==> src/rtl/z16_pkg.sv <==
// Shared Z16 front-end types and constants: fetch FSM states, the buffered
// {pc, instr} payload and the PC increment helper.
package z16_pkg;

    localparam int unsigned Z16_XLEN        = 16;
    localparam int unsigned Z16_INSTR_BYTES = 2;

    localparam logic [Z16_XLEN-1:0] Z16_RESET_PC = 16'h0000;

    typedef enum logic [1:0] {
        S_REQ,
        S_WAIT,
        S_DROP
    } fetch_state_t;

    typedef struct packed {
        logic [Z16_XLEN-1:0] pc;
        logic [Z16_XLEN-1:0] instr;
    } fetch_entry_t;

    // Sequential PC; wraps FFFE -> 0000 through the natural 16-bit overflow
    function automatic logic [Z16_XLEN-1:0] pc_incr(input logic [Z16_XLEN-1:0] pc);
        return pc + Z16_XLEN'(Z16_INSTR_BYTES);
    endfunction

endpackage

==> src/rtl/z16_fetch_fifo.sv <==
// Small synchronous FIFO of fetched {pc, instr} entries with flush and a
// registered head, so the decoder sees flop outputs only.
module z16_fetch_fifo
    import z16_pkg::*;
#(
    parameter  int unsigned P_DEPTH = 2,
    localparam int unsigned CNT_W   = $clog2(P_DEPTH + 1)
) (
    input  logic               clk,
    input  logic               rst,
    input  logic               push,
    input  fetch_entry_t       push_data,
    input  logic               pop,
    input  logic               flush,
    output logic [CNT_W-1:0]   count,
    output logic               head_valid,
    output fetch_entry_t       head
);

    localparam int unsigned AW = $clog2(P_DEPTH);

    fetch_entry_t     mem [P_DEPTH];
    logic [AW-1:0]    rd_ptr, rd_ptr_n;
    logic [AW-1:0]    wr_ptr, wr_ptr_n;
    logic [CNT_W-1:0] count_n;
    logic             head_valid_n;
    fetch_entry_t     head_n;
    logic             do_push;
    logic             do_pop;

    // Next-state for pointers, occupancy and the registered head copy
    always_comb begin
        do_pop       = pop && !flush && (count != '0);
        do_push      = push && !flush && ((count != CNT_W'(P_DEPTH)) || do_pop);
        rd_ptr_n     = rd_ptr;
        wr_ptr_n     = wr_ptr;
        count_n      = count;
        head_valid_n = head_valid;
        head_n       = head;
        if (flush) begin
            rd_ptr_n     = '0;
            wr_ptr_n     = '0;
            count_n      = '0;
            head_valid_n = 1'b0;
            head_n       = '0;
        end else begin
            if (do_push) begin
                wr_ptr_n = wr_ptr + AW'(1);
            end
            if (do_pop) begin
                rd_ptr_n = rd_ptr + AW'(1);
            end
            count_n = count + CNT_W'(do_push) - CNT_W'(do_pop);
            if (do_pop) begin
                // Last entry leaving: the head is either the bypassed push or empty
                if (count == CNT_W'(1)) begin
                    head_valid_n = do_push;
                    head_n       = do_push ? push_data : '0;
                end else begin
                    head_valid_n = 1'b1;
                    head_n       = mem[rd_ptr + AW'(1)];
                end
            end else if ((count == '0) && do_push) begin
                head_valid_n = 1'b1;
                head_n       = push_data;
            end
        end
    end

    always_ff @(posedge clk or posedge rst) begin
        if (rst) begin
            rd_ptr     <= '0;
            wr_ptr     <= '0;
            count      <= '0;
            head_valid <= 1'b0;
            head       <= '0;
            for (int unsigned i = 0; i < P_DEPTH; i++) begin
                mem[i] <= '0;
            end
        end else begin
            rd_ptr     <= rd_ptr_n;
            wr_ptr     <= wr_ptr_n;
            count      <= count_n;
            head_valid <= head_valid_n;
            head       <= head_n;
            if (do_push) begin
                mem[wr_ptr] <= push_data;
            end
        end
    end

endmodule

==> src/rtl/z16_fetch.sv <==
// Z16 instruction fetch: owns the PC, keeps one imem read in flight, buffers
// responses for decode and handles redirects. Optional perf counters: Z16_FETCH_PERF_CNT_EN.
module z16_fetch
    import z16_pkg::*;
#(
    parameter logic [Z16_XLEN-1:0] P_RESET_PC  = Z16_RESET_PC,
    parameter int unsigned         P_BUF_DEPTH = 2
) (
    input  logic                i_clk,
    input  logic                i_rst,
    output logic                o_imem_req,
    output logic [Z16_XLEN-1:0] o_imem_addr,
    input  logic                i_imem_gnt,
    input  logic                i_imem_rvalid,
    input  logic [Z16_XLEN-1:0] i_imem_rdata,
    output logic                o_instr_valid,
    output logic [Z16_XLEN-1:0] o_instr,
    output logic [Z16_XLEN-1:0] o_instr_pc,
    input  logic                i_instr_ready,
    input  logic                i_redirect,
    input  logic [Z16_XLEN-1:0] i_redirect_pc
`ifdef Z16_FETCH_PERF_CNT_EN
    ,
    output logic [31:0]         o_fetch_cnt,
    output logic [15:0]         o_drop_cnt
`endif
);

    localparam int unsigned CNT_W = $clog2(P_BUF_DEPTH + 1);

    fetch_state_t        state, state_n;
    logic [Z16_XLEN-1:0] pc, pc_n;
    logic [Z16_XLEN-1:0] req_pc, req_pc_n;
    logic [CNT_W-1:0]    fifo_count;
    logic [CNT_W-1:0]    count_after_push;
    logic                push;
    logic                pop;
    logic                req_c;
    logic                hs;
    logic                head_valid;
    fetch_entry_t        push_data;
    fetch_entry_t        head;

    assign pop              = head_valid && i_instr_ready && !i_redirect;
    assign push             = (state == S_WAIT) && i_imem_rvalid && !i_redirect;
    assign push_data        = '{pc: req_pc, instr: i_imem_rdata};
    assign count_after_push = fifo_count + CNT_W'(1) - CNT_W'(pop);

    // Request only when the response is guaranteed a FIFO slot
    always_comb begin
        req_c = 1'b0;
        if (!i_rst && !i_redirect) begin
            case (state)
                S_REQ:   req_c = (fifo_count < CNT_W'(P_BUF_DEPTH));
                S_WAIT:  req_c = i_imem_rvalid && (count_after_push < CNT_W'(P_BUF_DEPTH));
                default: req_c = 1'b0;
            endcase
        end
    end

    assign hs          = req_c && i_imem_gnt;
    assign o_imem_req  = req_c;
    assign o_imem_addr = req_c ? pc : '0;

    always_comb begin
        state_n  = state;
        pc_n     = pc;
        req_pc_n = req_pc;
        if (i_redirect) begin
            pc_n = i_redirect_pc & 16'hFFFE;
            // A response arriving in the redirect cycle retires the old request
            case (state)
                S_WAIT:  state_n = i_imem_rvalid ? S_REQ : S_DROP;
                S_DROP:  state_n = i_imem_rvalid ? S_REQ : S_DROP;
                default: state_n = S_REQ;
            endcase
        end else begin
            case (state)
                S_REQ: begin
                    if (hs) begin
                        req_pc_n = pc;
                        pc_n     = pc_incr(pc);
                        state_n  = S_WAIT;
                    end
                end
                S_WAIT: begin
                    if (i_imem_rvalid) begin
                        if (hs) begin
                            req_pc_n = pc;
                            pc_n     = pc_incr(pc);
                            state_n  = S_WAIT;
                        end else begin
                            state_n = S_REQ;
                        end
                    end
                end
                S_DROP: begin
                    if (i_imem_rvalid) begin
                        state_n = S_REQ;
                    end
                end
                default: state_n = S_REQ;
            endcase
        end
    end

    always_ff @(posedge i_clk or posedge i_rst) begin
        if (i_rst) begin
            state  <= S_REQ;
            pc     <= P_RESET_PC;
            req_pc <= '0;
        end else begin
            state  <= state_n;
            pc     <= pc_n;
            req_pc <= req_pc_n;
        end
    end

    z16_fetch_fifo #(
        .P_DEPTH (P_BUF_DEPTH)
    ) u_fifo (
        .clk        (i_clk),
        .rst        (i_rst),
        .push       (push),
        .push_data  (push_data),
        .pop        (pop),
        .flush      (i_redirect),
        .count      (fifo_count),
        .head_valid (head_valid),
        .head       (head)
    );

    assign o_instr_valid = head_valid;
    assign o_instr       = head.instr;
    assign o_instr_pc    = head.pc;

`ifdef Z16_FETCH_PERF_CNT_EN
    logic drop_evt;

    assign drop_evt = (state == S_DROP) && i_imem_rvalid;

    always_ff @(posedge i_clk or posedge i_rst) begin
        if (i_rst) begin
            o_fetch_cnt <= '0;
            o_drop_cnt  <= '0;
        end else begin
            o_fetch_cnt <= o_fetch_cnt + 32'(pop);
            o_drop_cnt  <= o_drop_cnt + 16'(drop_evt);
        end
    end
`endif

endmodule

==> config.mk <==
export PLATFORM = sky130hd
export DESIGN_NAME = z16_fetch
export DESIGN_NICKNAME = d
export VERILOG_FILES = /design/src/rtl/z16_pkg.sv /design/src/rtl/z16_fetch_fifo.sv /design/src/rtl/z16_fetch.sv
export SDC_FILE = /design/constraint.sdc
export NUM_CORES = 1
export LEC_CHECK = 0
export ABC_AREA = 1
export CAP_MARGIN = 10
export CELL_PAD_IN_SITES_DETAIL_PLACEMENT = 1
export CELL_PAD_IN_SITES_GLOBAL_PLACEMENT = 2
export CORE_MARGIN = 2
export CORE_UTILIZATION = 36
export CTS_CLUSTER_DIAMETER = 200
export CTS_CLUSTER_SIZE = 24
export DETAILED_ROUTE_END_ITERATION = 16
export PLACE_DENSITY_LB_ADDON = 0.2
export SYNTH_ARGS = -nofsm -noshare
export SYNTH_HDL_FRONTEND = slang
export SYNTH_SLANG_ARGS = --single-unit
==> constraint.sdc <==
create_clock -name i_clk -period 5.9 [get_ports i_clk]
set_input_delay 0.59 -clock i_clk [delete_from_list [all_inputs] [get_ports i_clk]]
set_output_delay 0.59 -clock i_clk [all_outputs]
set_load 0.05 [all_outputs]
==> summary.txt, run 1 <==
ROUTE
----------------------------------------------------------------------------------------
Number of detailed-route iterations in the first pass                                  5
Number of design rule violations left after detail routing                             0
Average wire length per cell after detail routing                                17.2 um
Via count of the routed design                                                      5212
Ratio of routed vias to standard cells                                              5.15
Post-route antenna net violation count                                                 0
Wirelength, routed                                                               17.4 mm
Detailed Route Iter0 Violations                                                      226

SYNTH
----------------------------------------------------------------------------------------
Ys Warns                                                                               0
Cell taking the most area after synthesis                                   sky130_fd_sc_hd__dfrtp_1
Commonest cells in the synthesized netlist                                  159 x sky130_fd_sc_hd__nand2_1, 131 x sky130_fd_sc_hd__dfrtp_1, 67 x sky130_fd_sc_hd__o21ai_0
Post-Synthesis Mean Instance Area                                               9.03 um2
Syn Std Cell Area                                                               6430 um2
Sequential fraction of the synthesis area                                          51.0%
Area fraction of the dominant cell type after synthesis                            51.0%
Top_reg_cell synth                                                          sky130_fd_sc_hd__dfrtp_1
FF+latch count, synth                                                                131
Number of synthesized flops with an enable pin                                         0
Library cell with the highest instance count after synthesis                sky130_fd_sc_hd__nand2_1
Leading post-synthesis cells by cell area                                   sky130_fd_sc_hd__dfrtp_1 51%, sky130_fd_sc_hd__nand2_1 9.3%, sky130_fd_sc_hd__mux2_2 5.4%
Synthesized Nets                                                                     756
Cells after synthesis                                                                712
Asr flop ratio synth                                                                100%
Number of unique standard cell types used by synthesis                                33

CTS
----------------------------------------------------------------------------------------
Clock tree buffer depth                                                                2
Resized cells post-CTS                                                                 0
Buffers inserted during post-CTS setup optimization                                    0
Number of levels the H-tree was split into                                             4
Cts hold-fix bufs                                                                      0
Number of clock buffers inserted by TritonCTS                                         17
Count of clock tree sinks                                                            131
Clock root buffer                                                           sky130_fd_sc_hd__clkbuf_16
Worst-path clk slew                                                              0.05 ns
Clock latency reported for the late side of the worst-skew pair                  0.42 ns
CTS tree                                                                             yes

WORST HOLD PATH
----------------------------------------------------------------------------------------
Worst hold path endpoint                                                    u_fifo.mem[50]
Cell depth of the worst hold path                                                      2
Start point of the worst min-delay path                                     u_fifo.mem[50]
Worst min path class                                                        flip-flop to flip-flop

GLOBAL ROUTING
----------------------------------------------------------------------------------------
Most used routing layer                                                             met2
Overflow left after global routing                                                     0
Via count of the first global-routing pass                                          5672
Met2 Resource Use GR                                                               35.0%
Largest net degree at the start of global routing                                     76
Met1 Resource Use GR                                                               24.1%
First-pass GRT wire length                                                       28.7 mm
Met3 track demand over resource                                                    3.72%
Total Routing Usage GR                                                             19.8%
Antenna violations before repair                                                       0

DIE
----------------------------------------------------------------------------------------
Cell row count                                                                        48
Horizontal die dimension                                                          138 um
Number of placed I/O pins                                                             88
Overall die area                                                               18900 um2
Core ar.                                                                       17400 um2
Effective utilization at floorplan                                                 37.0%
Vertical extent of the die                                                        138 um

LAYOUT
----------------------------------------------------------------------------------------
Number of inserted filler cells in the final layout                                 1961
Layout overhead on the synthesized area                                            22.8%
Final instance count without filler cells                                           1013
Post-layout nets                                                                     823
Number of diodes                                                                       0
Fraction of final layout cells with drive strength greater than 1                  13.5%

PWR
----------------------------------------------------------------------------------------
Static leakage                                                                   3.59 nW
Total Power Consumption                                                          3.47 mW
Max rail drop VDD                                                                 235 uV
Power Dens Cells                                                              439 nW/um2

WORST SETUP PATH
----------------------------------------------------------------------------------------
Reg2reg start                                                               u_fifo.count[1]
RR Endpoint                                                                 u_fifo.head[20]
Data arrival time of the critical path                                           3.33 ns
Req. time, crit path                                                             5.31 ns
Worst setup slack for register-to-register paths                                 2.87 ns
Critical Path End Type                                                      primary output
Cells on worst reg2reg path                                                            6
Class of the most critical setup path                                       primary input to primary output
CP Max Fanout                                                                         30
Startpoint Class                                                            primary input

STA
----------------------------------------------------------------------------------------
Top achievable clock speed                                                       255 MHz
Slew Viols, Final                                                                      0
Final worst path period need                                                     3.92 ns
Fin Clk Skew                                                                  0.00884 ns
Slew of the pin with the lowest slew margin                                      1.18 ns
Number of endpoints failing setup at the final stage                                   0
Unrepaired setup endpoints after global routing                                    false
Max-slew headroom at the worst pin                                                 21.0%
Final hold vios                                                                        0
Setup TNS after final layout                                                        0 ns
Final cycle utilization of the critical path                                       66.4%

PLACEMENT
----------------------------------------------------------------------------------------
Total half-perimeter wirelength after legalization and detailed placement        11.1 mm
I/O Buffers                                                                           85
Number of instances in the placed design                                             985
Final Wtd Congestion                                                               0.855

JOB
----------------------------------------------------------------------------------------
Number of max-cap violations                                                           0

OUTCOME
----------------------------------------------------------------------------------------
Status                                                                      finished clean

-- placed cells by master (no fill, tap or decap), types with 2 or more instances in the layout --
cell type                         count
sky130_fd_sc_hd__mux2_2              31
sky130_fd_sc_hd__nand4_1              4
sky130_fd_sc_hd__clkbuf_1             2
sky130_fd_sc_hd__clkbuf_16           17
sky130_fd_sc_hd__clkbuf_8             3
sky130_fd_sc_hd__xnor2_1              2
sky130_fd_sc_hd__o21ai_2             29
sky130_fd_sc_hd__nand3_2              2
sky130_fd_sc_hd__nor2_4               2
sky130_fd_sc_hd__a22oi_1             31
sky130_fd_sc_hd__nand2_2              2
sky130_fd_sc_hd__o21ai_1             37
sky130_fd_sc_hd__nor2_1              36
sky130_fd_sc_hd__ha_1                 6
sky130_fd_sc_hd__nand3_1             47
sky130_fd_sc_hd__xor2_1               6
sky130_fd_sc_hd__clkinv_2             4
sky130_fd_sc_hd__buf_4                7
sky130_fd_sc_hd__inv_1               62
sky130_fd_sc_hd__nand2_1            158
sky130_fd_sc_hd__clkdlybuf4s50_1     85
sky130_fd_sc_hd__o31ai_1              2
sky130_fd_sc_hd__dfrtp_1            131
sky130_fd_sc_hd__o21ai_0             67
sky130_fd_sc_hd__inv_4                2
sky130_fd_sc_hd__a21oi_1              3
-- final cells by class --
class | count | area, um2 | share of cell area, %
Clock buffer | 22 | 474 | 6.01
Multi-Input combinational cell | 473 | 2650 | 33.6
Inverter | 64 | 245 | 3.11
Tap cell | 225 | 282 | 3.57
Sequential cell | 131 | 3280 | 41.5
Clock inverter | 6 | 57.6 | 0.729
Timing Repair Buffer | 92 | 903 | 11.4
-- through the flow --
stage | hold slack (ns) | setup WS (ns) | area (um2) | utilization, %
final | 0.476 | 1.98 | 7890 | 45.5
after detailed placement | 0.466 | 1.92 | 7360 | 42.4
after floorplan | 0.449 | 1.81 | 6430 | -
after global routing | 0.508 | 1.75 | 7890 | 45.5
after CTS | 0.480 | 1.92 | 7890 | 45.5
after global placement | 0.458 | 1.99 | 7360 | 42.4
-- metal layers --
metal	wire length, um	up-vias	part of all wire [%]
li1	-	2489	-
met1	7660	2606	44
met2	8860	95	51
met3	631	22	3.6
met4	271	0	1.6
met5	0	-	0
-- worst max-delay path by stage --
stage                     startpoint              end  slack (ns)  cells past startpoint
final                     i_redirect  o_imem_addr[14]        1.98                     10
after global routing      i_redirect   o_imem_addr[3]        1.75                      9
after CTS                 i_redirect  o_imem_addr[12]        1.92                      9
after detailed placement  i_redirect  o_imem_addr[12]        1.92                      9
after global placement    i_redirect   o_imem_addr[8]        1.99                      9
after floorplan                i_rst           pc[10]        1.81                      1
-- worst max-delay path, stage by stage --
cell and delay, ns:
sky130_fd_sc_hd__clkdlybuf4s50_1 0.39, sky130_fd_sc_hd__buf_4 0.24, sky130_fd_sc_hd__inv_4 0.24, sky130_fd_sc_hd__nand3_4 0.15, sky130_fd_sc_hd__nand2_1 0.09, sky130_fd_sc_hd__nand3_1 0.08, sky130_fd_sc_hd__nand2_2 0.10, sky130_fd_sc_hd__nand2_1 0.35
sky130_fd_sc_hd__nor2_1 0.23, sky130_fd_sc_hd__clkdlybuf4s50_1 0.84
-- sequential cells by signal, summed over array words and instances, names as in the netlist --
| register | cells |
|---|---|
| u_fifo.wr_ptr | 1 |
| u_fifo.head_valid | 1 |
| u_fifo.rd_ptr | 1 |
| pc | 15 |
| state | 2 |
| req_pc | 15 |
| u_fifo.mem | 62 |
| u_fifo.count | 2 |
| u_fifo.head | 32 |
-- power by group --
part	internal, mW	switching, mW	leakage, nW
clock	0.599	0.378	0.263
sequential	1.19	0.197	1.72
combinational	0.410	0.690	1.61
-- cell families (layout without fill, tap and decap cells) --
family          count (synthesis)  in the layout  synth area share [%]
simple gates                  258            258                  17.3
compound gates                169            169                  16.1
flops                         131            131                  51.0
buf+inv                       108            184                  7.79
mux                            31             31                  5.43
xor+xnor                        8              8                  1.09
fa+ha+maj                       6              6                  1.17
other cells                     1              1                0.0583
(Power assumes the default switching activity.)
==> inputs of run 2 (changes only) <==
--- a/config.mk
+++ b/config.mk
@@ -10,7 +10,7 @@
 export CELL_PAD_IN_SITES_DETAIL_PLACEMENT = 1
 export CELL_PAD_IN_SITES_GLOBAL_PLACEMENT = 2
 export CORE_MARGIN = 2
-export CORE_UTILIZATION = 36
+export CORE_UTILIZATION = 31
 export CTS_CLUSTER_DIAMETER = 200
 export CTS_CLUSTER_SIZE = 24
 export DETAILED_ROUTE_END_ITERATION = 16
==> constraint.sdc (replaced) <==
create_clock -name i_clk -period 3.45 [get_ports i_clk]
set_input_delay 0.345 -clock i_clk [delete_from_list [all_inputs] [get_ports i_clk]]
set_output_delay 0.345 -clock i_clk [all_outputs]
set_load 0.05 [all_outputs]
==> summary.txt, run 2 (same netlist as run 1, synthesis figures left out) <==
OUTCOME
----------------------------------------------------------------------------------------
Status                                                                      finished clean

GLOBAL ROUTING
----------------------------------------------------------------------------------------
Overflow left after global routing                                                     0   unchanged
Met1 Resource Use GR                                                               22.5%   -1.6 points
Met2 Resource Use GR                                                               29.1%   -5.8 points
Most used routing layer                                                             met2
First-pass GRT wire length                                                       30.0 mm   +4.5%
Antenna violations before repair                                                       0   unchanged
Met3 track demand over resource                                                    3.83%   +0.11 points
Via count of the first global-routing pass                                          5733   +1.1%
Total Routing Usage GR                                                             17.2%   -2.6 points
Largest net degree at the start of global routing                                     60   -21%

ROUTE
----------------------------------------------------------------------------------------
Average wire length per cell after detail routing                                16.6 um   -3.3%
Number of design rule violations left after detail routing                             0   unchanged
Via count of the routed design                                                      5212   unchanged
Post-route antenna net violation count                                                 0   unchanged
Wirelength, routed                                                               17.8 mm   +2.1%
Detailed Route Iter0 Violations                                                      207   -8.4%
Number of detailed-route iterations in the first pass                                  5   unchanged
Ratio of routed vias to standard cells                                              4.88   -5.2%

CTS
----------------------------------------------------------------------------------------
Count of clock tree sinks                                                            131   unchanged
Clock tree buffer depth                                                                2   unchanged
CTS tree                                                                             yes
Number of clock buffers inserted by TritonCTS                                         17   unchanged
Resized cells post-CTS                                                                 0   unchanged
Clock root buffer                                                           sky130_fd_sc_hd__clkbuf_16
Number of levels the H-tree was split into                                             4   unchanged
Worst-path clk slew                                                              0.06 ns   about the same
Buffers inserted during post-CTS setup optimization                                    0   unchanged
Clock latency reported for the late side of the worst-skew pair                  0.43 ns   about the same
Cts hold-fix bufs                                                                      0   unchanged

DIE
----------------------------------------------------------------------------------------
Overall die area                                                               21900 um2   +16%
Vertical extent of the die                                                        148 um   +7.5%
Core ar.                                                                       20300 um2   +17%
Number of placed I/O pins                                                             88   unchanged
Cell row count                                                                        52   +8.3%
Horizontal die dimension                                                          148 um   +7.5%
Effective utilization at floorplan                                                 31.7%   -5.4 points

LAYOUT
----------------------------------------------------------------------------------------
Total non-filler cell area in the finished layout                               8320 um2   +5.4%
Registers with the most flip-flops                                          u_fifo.mem (62), u_fifo.head (32)
Final instance count without filler cells                                           1069   +5.5%
Flip-flop count of the largest register, all copies and words added                   62   unchanged
Number of inserted filler cells in the final layout                                 2335   +19%
Most common library cell in the layout ignoring fill and taps               sky130_fd_sc_hd__nand2_1
Number of diodes                                                                       0   unchanged
Post-layout nets                                                                     830   +0.85%
Reg with most FFs                                                             u_fifo.mem
Final core utilization                                                             41.0%   -4.5 points
Leading cell types in the layout, fill and taps excluded                    158 x sky130_fd_sc_hd__nand2_1, 131 x sky130_fd_sc_hd__dfrtp_1, 69 x sky130_fd_sc_hd__clkdlybuf4s50_1
Fraction of final layout cells with drive strength greater than 1                  16.9%   +3.4 points
Layout overhead on the synthesized area                                            29.4%

WORST SETUP PATH
----------------------------------------------------------------------------------------
Data arrival time of the critical path                                           2.43 ns   -0.90 ns
Class of the most critical setup path                                       flip-flop to primary output
Startpoint Class                                                               flip-flop
Critical Path End Type                                                      primary output
CP Max Fanout                                                                         16   -47%
Req. time, crit path                                                             3.11 ns   -2.20 ns

WORST HOLD PATH
----------------------------------------------------------------------------------------
Worst min path class                                                        flip-flop to flip-flop

STA
----------------------------------------------------------------------------------------
Number of endpoints failing setup at the final stage                                   0   unchanged
Final worst path period need                                                     2.78 ns
Top achievable clock speed                                                       360 MHz
Final cycle utilization of the critical path                                       80.5%
Setup TNS after final layout                                                        0 ns   unchanged
Fin Clk Skew                                                                   0.0194 ns   +0.0106 ns
Final hold vios                                                                        0   unchanged
Max-slew headroom at the worst pin                                                 33.5%   +13 points
Slew of the pin with the lowest slew margin                                     0.996 ns   -0.187 ns
Slew Viols, Final                                                                      0   unchanged
Unrepaired setup endpoints after global routing                                    false

PLACEMENT
----------------------------------------------------------------------------------------
Total half-perimeter wirelength after legalization and detailed placement        11.9 mm   +7.5%
I/O Buffers                                                                           85   unchanged
Placed cell area                                                                7670 um2   +4.2%
Number of instances in the placed design                                            1037   +5.3%
Final Wtd Congestion                                                               0.800   -6.4%

PWR
----------------------------------------------------------------------------------------
Max rail drop VDD                                                                 306 uV   +30%
Static leakage                                                                   3.75 nW   +4.7%
Power Dens Cells                                                              755 nW/um2   +72%
Total Power Consumption                                                          6.28 mW   +81%

JOB
----------------------------------------------------------------------------------------
Number of max-cap violations                                                           0   unchanged

run 2: cell types whose count changed in the layout (fill, tap and decap cells not counted):
cell / delta
sky130_fd_sc_hd__buf_4: +4
sky130_fd_sc_hd__clkdlybuf4s50_1: -16
sky130_fd_sc_hd__clkinv_4: +2
sky130_fd_sc_hd__clkbuf_1: -2
sky130_fd_sc_hd__clkinvlp_4: +2
sky130_fd_sc_hd__clkbuf_8: -1
sky130_fd_sc_hd__inv_6: +5
sky130_fd_sc_hd__clkinv_2: -4
sky130_fd_sc_hd__bufinv_16: +3
sky130_fd_sc_hd__inv_4: -1
sky130_fd_sc_hd__buf_12: +19
run 2: path summary, 6_finish.rpt:
path	startpoint	to	slack, ns	cells after the start
setup / recovery	state[1]	o_imem_addr[12]	0.67	9
hold / removal	u_fifo.mem[37]	u_fifo.mem[37]	0.48	2
setup reg to reg	state[1]	u_fifo.mem[54]	1.27	9
hold reg to reg	u_fifo.mem[37]	u_fifo.mem[37]	0.48	2
max in group asynchronous	i_rst	u_fifo.mem[1]	2.11	3
min in group asynchronous	i_rst	pc[15]	0.55	2
run 2: critical path, stage by stage (launching register included):
cell                      delay (ns)
sky130_fd_sc_hd__dfrtp_1        0.40
sky130_fd_sc_hd__inv_1          0.09
sky130_fd_sc_hd__ha_1           0.18
sky130_fd_sc_hd__nand2_1        0.09
sky130_fd_sc_hd__a21oi_1        0.12
sky130_fd_sc_hd__nand3_1        0.11
sky130_fd_sc_hd__nand2_2        0.11
sky130_fd_sc_hd__nand2_1        0.37
sky130_fd_sc_hd__nor2_1         0.36
sky130_fd_sc_hd__buf_12         0.18
run 2: area by class of cell:
type / count / area, um2 / area share [%]
sequential: 131 / 3280 / 39.4
multi-input combinational: 473 / 2650 / 31.9
timing repair buffer: 99 / 1150 / 13.9
clock buffer: 19 / 453 / 5.45
tap: 270 / 338 / 4.06
inverter: 64 / 246 / 2.96
clock inverter: 13 / 196 / 2.36
run 2: per-layer routing:
metal	vias to the layer above	share of wire, %
li1	2510	-
met1	2610	47
met2	78	49
met3	14	2.8
met4	0	0.86
met5	-	0
run 2: per-stage QoR:
step                      hold slack, ns  worst slack (ns)
after floorplan                    0.449              1.03
after global placement             0.458             0.737
after detailed placement           0.470             0.598
after CTS                          0.483             0.543
after global routing               0.499             0.397
final                              0.478             0.672
run 2: power breakdown:
part,leakage (nW),switching (mW),internal [mW]
clock network,0.312,0.711,1.26
logic,1.73,1.18,0.751
registers,1.72,0.338,2.04
